==> src/rtl/cpu_bus_pkg.sv <==
// Shared types and constants for the CPU bus arbiter: FSM encoding,
// requester IDs and the default data returned on a watchdog abort.
package cpu_bus_pkg;

    typedef enum logic [1:0] {
        IDLE      = 2'd0,
        GRANT_IF  = 2'd1,
        GRANT_MEM = 2'd2,
        DONE      = 2'd3
    } arb_state_e;

    typedef enum logic {
        REQ_IF  = 1'b0,
        REQ_MEM = 1'b1
    } req_id_e;

    localparam logic [31:0] ERR_DATA_DEFAULT = 32'hDEAD_BEEF;

endpackage

==> src/rtl/bus_arbiter_if.sv <==
// External data bus between the arbiter (master) and the top-level slave.
interface bus_arbiter_if #(
    parameter int ADDR_W = 32,
    parameter int DATA_W = 32
);
    logic                  bus_re;
    logic [DATA_W/8-1:0]   bus_we;
    logic [ADDR_W-1:0]     bus_addr;
    logic [DATA_W-1:0]     bus_wdata;
    logic [DATA_W-1:0]     bus_rdata;
    logic                  bus_ready;

    modport master (
        output bus_re, bus_we, bus_addr, bus_wdata,
        input  bus_rdata, bus_ready
    );

    modport slave (
        input  bus_re, bus_we, bus_addr, bus_wdata,
        output bus_rdata, bus_ready
    );
endinterface

==> src/rtl/bus_arb_watchdog.sv <==
// Wait-state watchdog: cleared on grant, counts stalled cycles, saturates at
// TIMEOUT and fires in the stall cycle that brings the count to TIMEOUT.
module bus_arb_watchdog #(
    parameter int TIMEOUT = 255
) (
    input  logic clk,
    input  logic rst_n,
    input  logic load,
    input  logic count_en,
    output logic fire
);
    localparam int CNT_W = (TIMEOUT > 0) ? $clog2(TIMEOUT + 1) : 1;
    localparam logic [CNT_W-1:0] CNT_MAX  = CNT_W'(TIMEOUT);
    localparam logic [CNT_W-1:0] CNT_FIRE = (TIMEOUT > 0) ? CNT_W'(TIMEOUT - 1) : '0;

    logic [CNT_W-1:0] cnt_q;

    always_ff @(posedge clk or negedge rst_n) begin
        if (!rst_n) begin
            cnt_q <= '0;
        end else if (load) begin
            cnt_q <= '0;
        end else if (count_en && (cnt_q != CNT_MAX)) begin
            cnt_q <= cnt_q + CNT_W'(1);
        end
    end

    // TIMEOUT == 0 leaves the counter parked at zero and never fires
    assign fire = (TIMEOUT > 0) && count_en && (cnt_q == CNT_FIRE);

endmodule

==> src/rtl/bus_arbiter.sv <==
// Two-requester (fetch / memory stage) arbiter for the single external bus.
// Define BUS_ARB_RR_EN for round-robin arbitration; default is mem-over-fetch.
//
// state     | meaning
// IDLE      | no transaction; arbitrate pending requests
// GRANT_IF  | fetch read on the bus, waiting for bus_ready / watchdog
// GRANT_MEM | load/store on the bus (or null request), waiting likewise
// DONE      | ack pulse to the owner, strobes already dropped
module bus_arbiter
    import cpu_bus_pkg::*;
#(
    parameter int                ADDR_W   = 32,
    parameter int                DATA_W   = 32,
    parameter int                TIMEOUT  = 255,
    parameter logic [DATA_W-1:0] ERR_DATA = DATA_W'(ERR_DATA_DEFAULT)
) (
    input  logic                  clk,
    input  logic                  rst_n,
    input  logic                  if_req,
    input  logic [ADDR_W-1:0]     if_addr,
    output logic [DATA_W-1:0]     if_rdata,
    output logic                  if_ack,
    input  logic                  mem_req,
    input  logic                  mem_re,
    input  logic [DATA_W/8-1:0]   mem_we,
    input  logic [ADDR_W-1:0]     mem_addr,
    input  logic [DATA_W-1:0]     mem_wdata,
    output logic [DATA_W-1:0]     mem_rdata,
    output logic                  mem_ack,
    bus_arbiter_if.master         bus,
    output logic                  timeout_err
);
    localparam int BE_W = DATA_W / 8;

    arb_state_e          state_q, state_d;
    req_id_e             owner_q;
    logic                bus_re_q;
    logic [BE_W-1:0]     bus_we_q;
    logic [ADDR_W-1:0]   bus_addr_q;
    logic [DATA_W-1:0]   bus_wdata_q;
    logic [DATA_W-1:0]   if_rdata_q, mem_rdata_q;
    logic                timeout_q;

    logic grant_if, grant_mem, finish;
    logic in_grant, null_xfer, pick_mem;
    logic wd_en, wd_fire;

`ifdef BUS_ARB_RR_EN
    req_id_e last_grant_q;

    assign pick_mem = mem_req && (!if_req || (last_grant_q == REQ_IF));

    always_ff @(posedge clk or negedge rst_n) begin
        if (!rst_n) begin
            last_grant_q <= REQ_IF;
        end else if (grant_mem) begin
            last_grant_q <= REQ_MEM;
        end else if (grant_if) begin
            last_grant_q <= REQ_IF;
        end
    end
`else
    assign pick_mem = mem_req;
`endif

    assign in_grant  = (state_q == GRANT_IF) || (state_q == GRANT_MEM);
    // a memory request with neither re nor we completes without touching the bus
    assign null_xfer = (state_q == GRANT_MEM) && !bus_re_q && (bus_we_q == '0);
    assign wd_en     = in_grant && !bus.bus_ready && !null_xfer;

    bus_arb_watchdog #(
        .TIMEOUT (TIMEOUT)
    ) u_watchdog (
        .clk      (clk),
        .rst_n    (rst_n),
        .load     (grant_if || grant_mem),
        .count_en (wd_en),
        .fire     (wd_fire)
    );

    always_ff @(posedge clk or negedge rst_n) begin
        if (!rst_n) begin
            state_q <= IDLE;
        end else begin
            state_q <= state_d;
        end
    end

    always_comb begin
        state_d   = state_q;
        grant_if  = 1'b0;
        grant_mem = 1'b0;
        finish    = 1'b0;
        case (state_q)
            IDLE: begin
                if (pick_mem) begin
                    grant_mem = 1'b1;
                    state_d   = GRANT_MEM;
                end else if (if_req) begin
                    grant_if = 1'b1;
                    state_d  = GRANT_IF;
                end
            end
            GRANT_IF, GRANT_MEM: begin
                if (bus.bus_ready || wd_fire || null_xfer) begin
                    finish  = 1'b1;
                    state_d = DONE;
                end
            end
            DONE:    state_d = IDLE;
            default: state_d = IDLE;
        endcase
    end

    always_ff @(posedge clk or negedge rst_n) begin
        if (!rst_n) begin
            owner_q     <= REQ_IF;
            bus_re_q    <= 1'b0;
            bus_we_q    <= '0;
            bus_addr_q  <= '0;
            bus_wdata_q <= '0;
            if_rdata_q  <= '0;
            mem_rdata_q <= '0;
            timeout_q   <= 1'b0;
        end else begin
            timeout_q <= finish && wd_fire;
            if (grant_mem) begin
                owner_q     <= REQ_MEM;
                bus_re_q    <= mem_re;
                bus_we_q    <= mem_we;
                bus_addr_q  <= mem_addr;
                bus_wdata_q <= mem_wdata;
            end else if (grant_if) begin
                owner_q     <= REQ_IF;
                bus_re_q    <= 1'b1;
                bus_we_q    <= '0;
                bus_addr_q  <= if_addr;
                bus_wdata_q <= '0;
            end else if (finish) begin
                bus_re_q <= 1'b0;
                bus_we_q <= '0;
                // not null, so either the slave answered or the watchdog aborted
                if (!null_xfer) begin
                    if (owner_q == REQ_IF) begin
                        if_rdata_q <= bus.bus_ready ? bus.bus_rdata : ERR_DATA;
                    end else begin
                        mem_rdata_q <= bus.bus_ready ? bus.bus_rdata : ERR_DATA;
                    end
                end
            end
        end
    end

    assign bus.bus_re    = bus_re_q;
    assign bus.bus_we    = bus_we_q;
    assign bus.bus_addr  = bus_addr_q;
    assign bus.bus_wdata = bus_wdata_q;

    assign if_ack      = (state_q == DONE) && (owner_q == REQ_IF);
    assign mem_ack     = (state_q == DONE) && (owner_q == REQ_MEM);
    assign if_rdata    = if_rdata_q;
    assign mem_rdata   = mem_rdata_q;
    assign timeout_err = timeout_q;

endmodule

==> src/flat_wrapper.sv <==
// flat-port wrapper written by rule: the top's interface ports become plain ports
module bus_arbiter_flat import cpu_bus_pkg::*;
#(
    parameter int                ADDR_W   = 32,
    parameter int                DATA_W   = 32,
    parameter int                TIMEOUT  = 255,
    parameter logic [DATA_W-1:0] ERR_DATA = DATA_W'(ERR_DATA_DEFAULT)
)
  (clk, rst_n, if_req, if_addr, if_rdata, if_ack, mem_req, mem_re, mem_we, mem_addr, mem_wdata, mem_rdata, mem_ack, timeout_err, bus_bus_re, bus_bus_we, bus_bus_addr, bus_bus_wdata, bus_bus_rdata, bus_bus_ready);
  bus_arbiter_if #(.ADDR_W(ADDR_W), .DATA_W(DATA_W)) bus_i ();
  input  logic clk;
  input  logic rst_n;
  input  logic if_req;
  input  logic [ADDR_W-1:0] if_addr;
  output logic [DATA_W-1:0] if_rdata;
  output logic if_ack;
  input  logic mem_req;
  input  logic mem_re;
  input  logic [DATA_W/8-1:0] mem_we;
  input  logic [ADDR_W-1:0] mem_addr;
  input  logic [DATA_W-1:0] mem_wdata;
  output logic [DATA_W-1:0] mem_rdata;
  output logic mem_ack;
  output logic timeout_err;
  output wire logic [$bits(bus_i.bus_re)-1:0] bus_bus_re;
  output wire logic [$bits(bus_i.bus_we)-1:0] bus_bus_we;
  output wire logic [$bits(bus_i.bus_addr)-1:0] bus_bus_addr;
  output wire logic [$bits(bus_i.bus_wdata)-1:0] bus_bus_wdata;
  input wire logic [$bits(bus_i.bus_rdata)-1:0] bus_bus_rdata;
  input wire logic [$bits(bus_i.bus_ready)-1:0] bus_bus_ready;
  assign bus_bus_re = bus_i.bus_re;
  assign bus_bus_we = bus_i.bus_we;
  assign bus_bus_addr = bus_i.bus_addr;
  assign bus_bus_wdata = bus_i.bus_wdata;
  assign bus_i.bus_rdata = bus_bus_rdata;
  assign bus_i.bus_ready = bus_bus_ready;
  bus_arbiter #(.ADDR_W(ADDR_W), .DATA_W(DATA_W), .TIMEOUT(TIMEOUT), .ERR_DATA(ERR_DATA)) u_core (.clk(clk), .rst_n(rst_n), .if_req(if_req), .if_addr(if_addr), .if_rdata(if_rdata), .if_ack(if_ack), .mem_req(mem_req), .mem_re(mem_re), .mem_we(mem_we), .mem_addr(mem_addr), .mem_wdata(mem_wdata), .mem_rdata(mem_rdata), .mem_ack(mem_ack), .bus(bus_i), .timeout_err(timeout_err));
endmodule
==> config.mk <==
export PLATFORM = sky130hd
export DESIGN_NAME = bus_arbiter_flat
export DESIGN_NICKNAME = d
export VERILOG_FILES = /design/src/rtl/cpu_bus_pkg.sv /design/src/rtl/bus_arbiter_if.sv /design/src/rtl/bus_arb_watchdog.sv /design/src/rtl/bus_arbiter.sv /design/src/flat_wrapper.sv
export SDC_FILE = /design/constraint.sdc
export NUM_CORES = 1
export LEC_CHECK = 0
export BUFFER_PORTS_ARGS = -buffer_cell sky130_fd_sc_hd__clkbuf_2
export CORE_UTILIZATION = 44
export CTS_CLUSTER_DIAMETER = 30
export DETAILED_ROUTE_END_ITERATION = 16
export GPL_TIMING_DRIVEN = 0
export PLACE_DENSITY_LB_ADDON = 0.15
export SKIP_CTS_REPAIR_TIMING = 1
export SLEW_MARGIN = 15
export SYNTH_ARGS = -nofsm -noshare
export SYNTH_HDL_FRONTEND = slang
export SYNTH_HIERARCHICAL = 1
export SYNTH_SLANG_ARGS = --single-unit
==> constraint.sdc <==
create_clock -name clk -period 4.9 [get_ports clk]
set_input_delay 0.98 -clock clk [delete_from_list [all_inputs] [get_ports clk]]
set_output_delay 0.98 -clock clk [all_outputs]
set_load 0.01 [all_outputs]
* Yosys cells after proc, flatten, opt, wreduce, memory -nomap -nowiden
Index checks and enable logic that the tools add are counted.
** Word-level totals
- Register bits after elaboration :: 145
- Input bits :: 138
- Output and inout bits :: 136
** Cells by class
- Add/sub/neg operators :: 1
- Equal/unequal tests :: 7
- Multiplexer cells :: 26
- Bitwise logic cells :: 4
- Reductions and logical operators :: 25
** Operators by type and width (count)
- 32-bit 2-to-1 mux :: 5
- 8-bit 2-to-1 mux :: 2
- 1-bit 2-to-1 mux :: 12
- 4-bit 2-to-1 mux :: 3
- 5-bit AND reduction :: 2
- 1-bit logical AND :: 9
- 8-bit by 1-bit adder with 8-bit output, second input constant :: 1
- 8-bit == test, second input constant :: 1
- 8-bit inequality test, second input constant :: 1
- 2-bit 2-to-1 mux :: 3
- 2-bit case mux with 3 select lines :: 1
- 2-bit == test, second input constant :: 2
- 4-bit zero test :: 1
- 1-bit logical OR :: 4
- 1-bit NOT :: 4
- 2-bit nonzero test :: 2
- 1-bit zero test :: 3
- 3-bit inequality test, second input constant :: 1
- 3-bit nonzero test :: 1
- 2-bit by 1-bit == test with 1-bit output, second input constant :: 1
- 2-bit zero test :: 1
- 2-bit by 1-bit inequality test with 1-bit output, second input constant :: 1
- 2-bit AND reduction :: 1
- 2-bit OR reduction :: 1

* Logic depth before layout (Yosys ltp)
- Depth after elaboration :: 13
- Depth in mapped cells :: 12
- Mapped depth without buffers :: 11

* Hierarchy
Netlist, hierarchy kept.
** By module, submodules not included
- bus_arbiter :: instances 1, cells an instance 464, area an instance 5620.4 µm², seq. area each 3428.3 µm²
- bus_arb_watchdog :: instances 1, cells an instance 51, area an instance 500.5 µm², seq. area each 200.2 µm²

* Worst setup path before layout
Ideal clock, no wire load.
- Kind :: input to register
- Start :: input port bus_bus_ready
- End :: register u_core.mem_rdata_q[10] (netlist: u_core/mem_rdata[10])
- Arrival :: 2839 ps
- Data required time :: 4773 ps
- Setup slack :: 1934 ps
- Stages :: 9
- Path through :: clkbuf_1 nor2_1 and3_1 and3_1 nor2_1 or4b_1 buf_2 buf_6 mux2_1
** Between the ends
- Cells in the longest elaborated chain, start to end :: 9
- Elaborated cells on any way between the ends :: 10
- Those cells by class :: mux: 3; reduce/logical: 7
** RTL lines
- from (decl) :: RTL line flat_wrapper.sv:30 : input wire logic [$bits(bus_i.bus_ready)-1:0] bus_bus_ready;
- 1-bit zero test :: RTL line bus_arbiter.sv:69 : assign wd_en = in_grant && !bus.bus_ready && !null_xfer;
- 1-bit logical AND (2 in series) :: RTL line bus_arbiter.sv:69
- via u_core.wd_en :: RTL line bus_arbiter.sv:46 : logic wd_en, wd_fire;
- 1-bit logical AND :: RTL line bus_arb_watchdog.sv:29 : assign fire = (TIMEOUT > 0) && count_en && (cnt_q == CNT_FIRE);
- via u_core.wd_fire :: RTL line bus_arbiter.sv:46
- 1-bit logical OR (2 in series) :: RTL line bus_arbiter.sv:105 : if (bus.bus_ready || wd_fire || null_xfer) begin
- 1-bit 2-to-1 mux :: RTL line bus_arbiter.sv:105
- 1-bit 2-to-1 mux :: RTL line bus_arbiter.sv:94 : case (state_q)
- 5-bit AND reduction (no source line)
- to (signal assigned) :: RTL line bus_arbiter.sv:147 : mem_rdata_q <= bus.bus_ready ? bus.bus_rdata : ERR_DATA;
- to (decl) :: RTL line bus_arbiter.sv:41 : logic [DATA_W-1:0] if_rdata_q, mem_rdata_q;
The timed path passes the listed nets, and every way through them passes these cells.
A chain may end at the register's enable or synchronous reset.

* Worst setup path in the final report
- Start :: input port bus_bus_ready
- End :: register u_core.if_rdata_q[9] (netlist: u_core/if_rdata[9])
** Between the ends
- Cells in the longest elaborated chain, start to end :: 9
- Elaborated cells on any way between the ends :: 10
- Those cells by class :: mux: 3; reduce/logical: 7
** RTL lines
- 1-bit zero test :: RTL line bus_arbiter.sv:69
- 1-bit logical AND (2 in series) :: RTL line bus_arbiter.sv:69
- via u_core.wd_en :: RTL line bus_arbiter.sv:46
- 1-bit logical AND :: RTL line bus_arb_watchdog.sv:29
- via u_core.wd_fire :: RTL line bus_arbiter.sv:46
- 1-bit logical OR (2 in series) :: RTL line bus_arbiter.sv:105
- 1-bit 2-to-1 mux :: RTL line bus_arbiter.sv:105
- 1-bit 2-to-1 mux :: RTL line bus_arbiter.sv:94
- 5-bit AND reduction (no source line)
- to (signal assigned) :: RTL line bus_arbiter.sv:145 : if_rdata_q <= bus.bus_ready ? bus.bus_rdata : ERR_DATA;
- to (decl) :: RTL line bus_arbiter.sv:41
The timed path passes the listed nets, and every way through them passes these cells.

==> results.py <==
metrics = {
    "global_route": {
        "grt_usage": 0.237,
        "grt_overflow": 0,
        "grt_max_degree": 74,
        "grt_pass1_vias": 5227,
        "grt_pass1_wl_mm": 26.3,
        "antenna_found_initial": 0,
    },
    "routing": {
        "drt_pass1_iterations": 4,
        "wire_per_inst_um": 16.1,
        "wirelength_mm": 16.0,
        "drc": 0,
        "viasPerCell": 5.13,
        "drt_iter0_markers": 218,
        "dr_total_vias": 5113,
        "drtAntennaViolNets": 0,
    },
    "layout": {
        "n_fill_cell": 1125,
        "nNetsFinal": 951,
        "layout_common_cells": "clkbuf_2, dfrtp_1, nand2_1, nor2_1",
        "final_common_cell": "clkbuf_2",
        "fin_area_mm2": 0.00834,
        "area_growth_pct": 36.3,
        "drive_above_1_share": 0.430,
        "diodes": 0,
    },
    "timing": {
        "finalHoldViolations": 0,
        "achievable-frequency_ghz": 0.308,
        "fin_crit_sh": 0.663,
        "rsz0062_at_grt": "no",
        "max_slew_margin": 0.598,
        "holdWs_ns": 0.489,
        "fin_skew_ns": 0.00614,
        "fin_ws_ns": 1.65,
        "report.final.slew_viol_count": 0,
        "tns_ns": 0,
        "worst_slew_pin_slew_ns": 0.603,
        "period_needed_ns": 3.25,
        "finalSetupViolCount": 0,
    },
    "power_and_ir_drop": {
        "irDropWorstVdd_uv": 317,
        "powerDensity_mw_per_mm2": 652,
        "pwr-share-comb": 0.389,
        "power.net_switching_uw": 1990,
        "sw_frac_of_total": 0.366,
        "pwr-share-seq": 0.373,
        "power.clock.fraction": 0.238,
        "p_leak_uw": 0.00411,
        "finalPower_uw": 5440,
        "internal_power_uw": 3450,
    },
    "min_path": {
        "worstHoldEndpoint": "u_core/mem_rdata[17]$_DFFE_PN0P_",
        "hp-start": "u_core/mem_rdata[17]$_DFFE_PN0P_",
        "min_path_cells": 1,
        "min-delay-path-class": "reg2reg",
    },
    "yosys": {
        "synth_top_area_share": 0.593,
        "ys_top_cells_by_area": "dfrtp_1, mux2_1, mux2_2, a22o_1, nand2_1",
        "syn_inst": 515,
        "synth_area_mm2": 0.00612,
        "synth_area_per_cell_um2": 11.9,
        "synth_cell_type_count": 38,
        "synth_nets": 658,
        "yosys.area.top_type": "dfrtp_1",
        "yosys_warnings": 6,
        "ys_seq_area_frac": 0.593,
        "synth-seq-cells": 145,
    },
    "worst_setup_path": {
        "critPathMaxFanout": 10,
        "worstPathArrival_ns": 3.54,
        "r2r-start": "u_core/state_q[0]$_DFFE_PN0P_",
        "reg2reg_to": "u_core/mem_rdata[19]$_DFFE_PN0P_",
        "start_kind": "input port",
        "critPathKind": "in2reg",
        "reg2reg_slack_ns": 1.70,
        "rr_worst_depth": 12,
        "cp.required_ns": 5.19,
        "worstSetupEndpointType": "register",
    },
    "place": {
        "io_buffers": 273,
        "place_congestion": 0.799,
        "dp.final_hpwl_mm": 12.1,
        "place_ws_ns": 1.15,
        "place_area_mm2": 0.00774,
    },
    "clocking": {
        "htreeDepth": 4,
        "cts_buffer_depth": 2,
        "tritoncts": "yes",
        "path_clk_slew_ns": 0.06,
        "numClockSinks": 145,
        "clock_latency_ns": 0.42,
        "cts_made_buffers": 17,
        "cts_root_buffer": "clkbuf_16",
    },
    "job": {
        "maxCapViolCount": 0,
    },
    "status": {
        "status": "complete, no violations",
    },
    "die": {
        "core_mm2": 0.0134,
        "die_area_mm2": 0.0144,
        "die_x_um": 120,
        "start_util": 0.457,
        "io_pins": 274,
        "rows": 42,
        "die_y_um": 120,
    },
}
==> through the flow <==
stage	instances	util
detailed placement	965	0.578
global placement	964	0.575
finish	997	0.623
floorplan	515	-
global route	997	0.623
CTS	997	0.623
==> cells in the mapped netlist <==
library cell    n
dfrtp_1       145
nand2_1        69
nor2_1         40
a22o_1         36
mux2_1         36
a31oi_1        33
mux2_2         33
nand2b_1       24
clkbuf_1       22
and2_1         11
inv_1           9
a21oi_1         5
ha_1            5
nor2b_1         5
a211oi_1        4
buf_1           4
buf_2           4
buf_6           3
nand3_1         3
nor3_1          3
and3_1          2
o22ai_1         2
or4b_1          2
a41oi_4         1
and4_1          1
and4_4          1
and4bb_1        1
inv_2           1
nand4_1         1
nor4_2          1
o211ai_1        1
o21a_1          1
o21ai_0         1
o21ai_4         1
o2bb2ai_1       1
o311a_1         1
o31ai_2         1
or2_2           1
==> area by class of cell <==
class / instances / area [um2] / share of cell area
Buffer: 33 / 151 / 0.0181
Multi-Input combinational cell: 327 / 2300 / 0.276
Tap cell: 176 / 220 / 0.0264
Clock inverter: 15 / 173 / 0.0207
Inverter: 10 / 37.5 / 0.00450
Sequential cell: 145 / 3630 / 0.435
Clock buffer: 17 / 425 / 0.0510
Timing Repair Buffer: 274 / 1400 / 0.168
==> flip-flops by register name, summed over array words and instances, names as in the netlist <==
name                     count
u_core/bus.bus_addr         32
u_core/bus.bus_re            1
u_core/bus.bus_wdata        32
u_core/bus.bus_we            4
u_core/if_rdata             32
u_core/mem_rdata            32
u_core/owner_q               1
u_core/state_q               2
u_core/timeout_err           1
u_core/u_watchdog/cnt_q      8
==> metal layers <==
layer | vias up | global-route usage | wire (um)
met1 | 2472 | 0.281 | 6500
met2 | 218 | 0.395 | 7850
met4 | 0 | 0.106 | 477
li1 | 2392 | - | -
met3 | 31 | 0.0689 | 1230
met5 | - | 0 | 0
==> critical path, stage by stage <==
cell      delay [ns]
clkbuf_2        0.17
clkbuf_1        0.29
nor2_1          0.41
and3_1          0.22
and3_1          0.19
nor2_1          0.08
nor4_2          0.45
buf_2           0.37
mux2_2          0.38
==> worst max path at each step <==
stage / from / endpoint / slack (ns) / depth (start not counted)
final: bus_bus_ready / u_core/if_rdata[9]$_DFFE_PN0P_ / 1.65 / 9
after detailed placement: bus_bus_ready / u_core/if_rdata[29]$_DFFE_PN0P_ / 1.15 / 9
after global placement: rst_n / u_core/bus.bus_addr[18]$_DFFE_PN0P_ / 0.52 / 1
after CTS: bus_bus_ready / u_core/if_rdata[29]$_DFFE_PN0P_ / 1.59 / 9
after global routing: bus_bus_ready / u_core/if_rdata[9]$_DFFE_PN0P_ / 1.44 / 9
after floorplan: bus_bus_ready / u_core/mem_rdata[10]$_DFFE_PN0P_ / 1.93 / 9
==> power by group through the flow <==
stage / clock network [uW] / logic (uW) / registers [uW]
floorplan: 0 / 1020 / 2240
global route: 1380 / 2320 / 2100
detailed placement: 0 / 2140 / 2040
CTS: 1320 / 2140 / 2030
global placement: 0 / 2080 / 2010
finish: 1290 / 2120 / 2030
==> kinds of logic after synthesis <==
logic type	share of synthesized area
AOI/OAI and AO/OA	0.112
adders and majority gates	0.0102
buffers and inverters	0.0309
DFF	0.593
muxes	0.127
and+or+nand+nor	0.127
No activity file was read; power rests on OpenSTA's default activity.
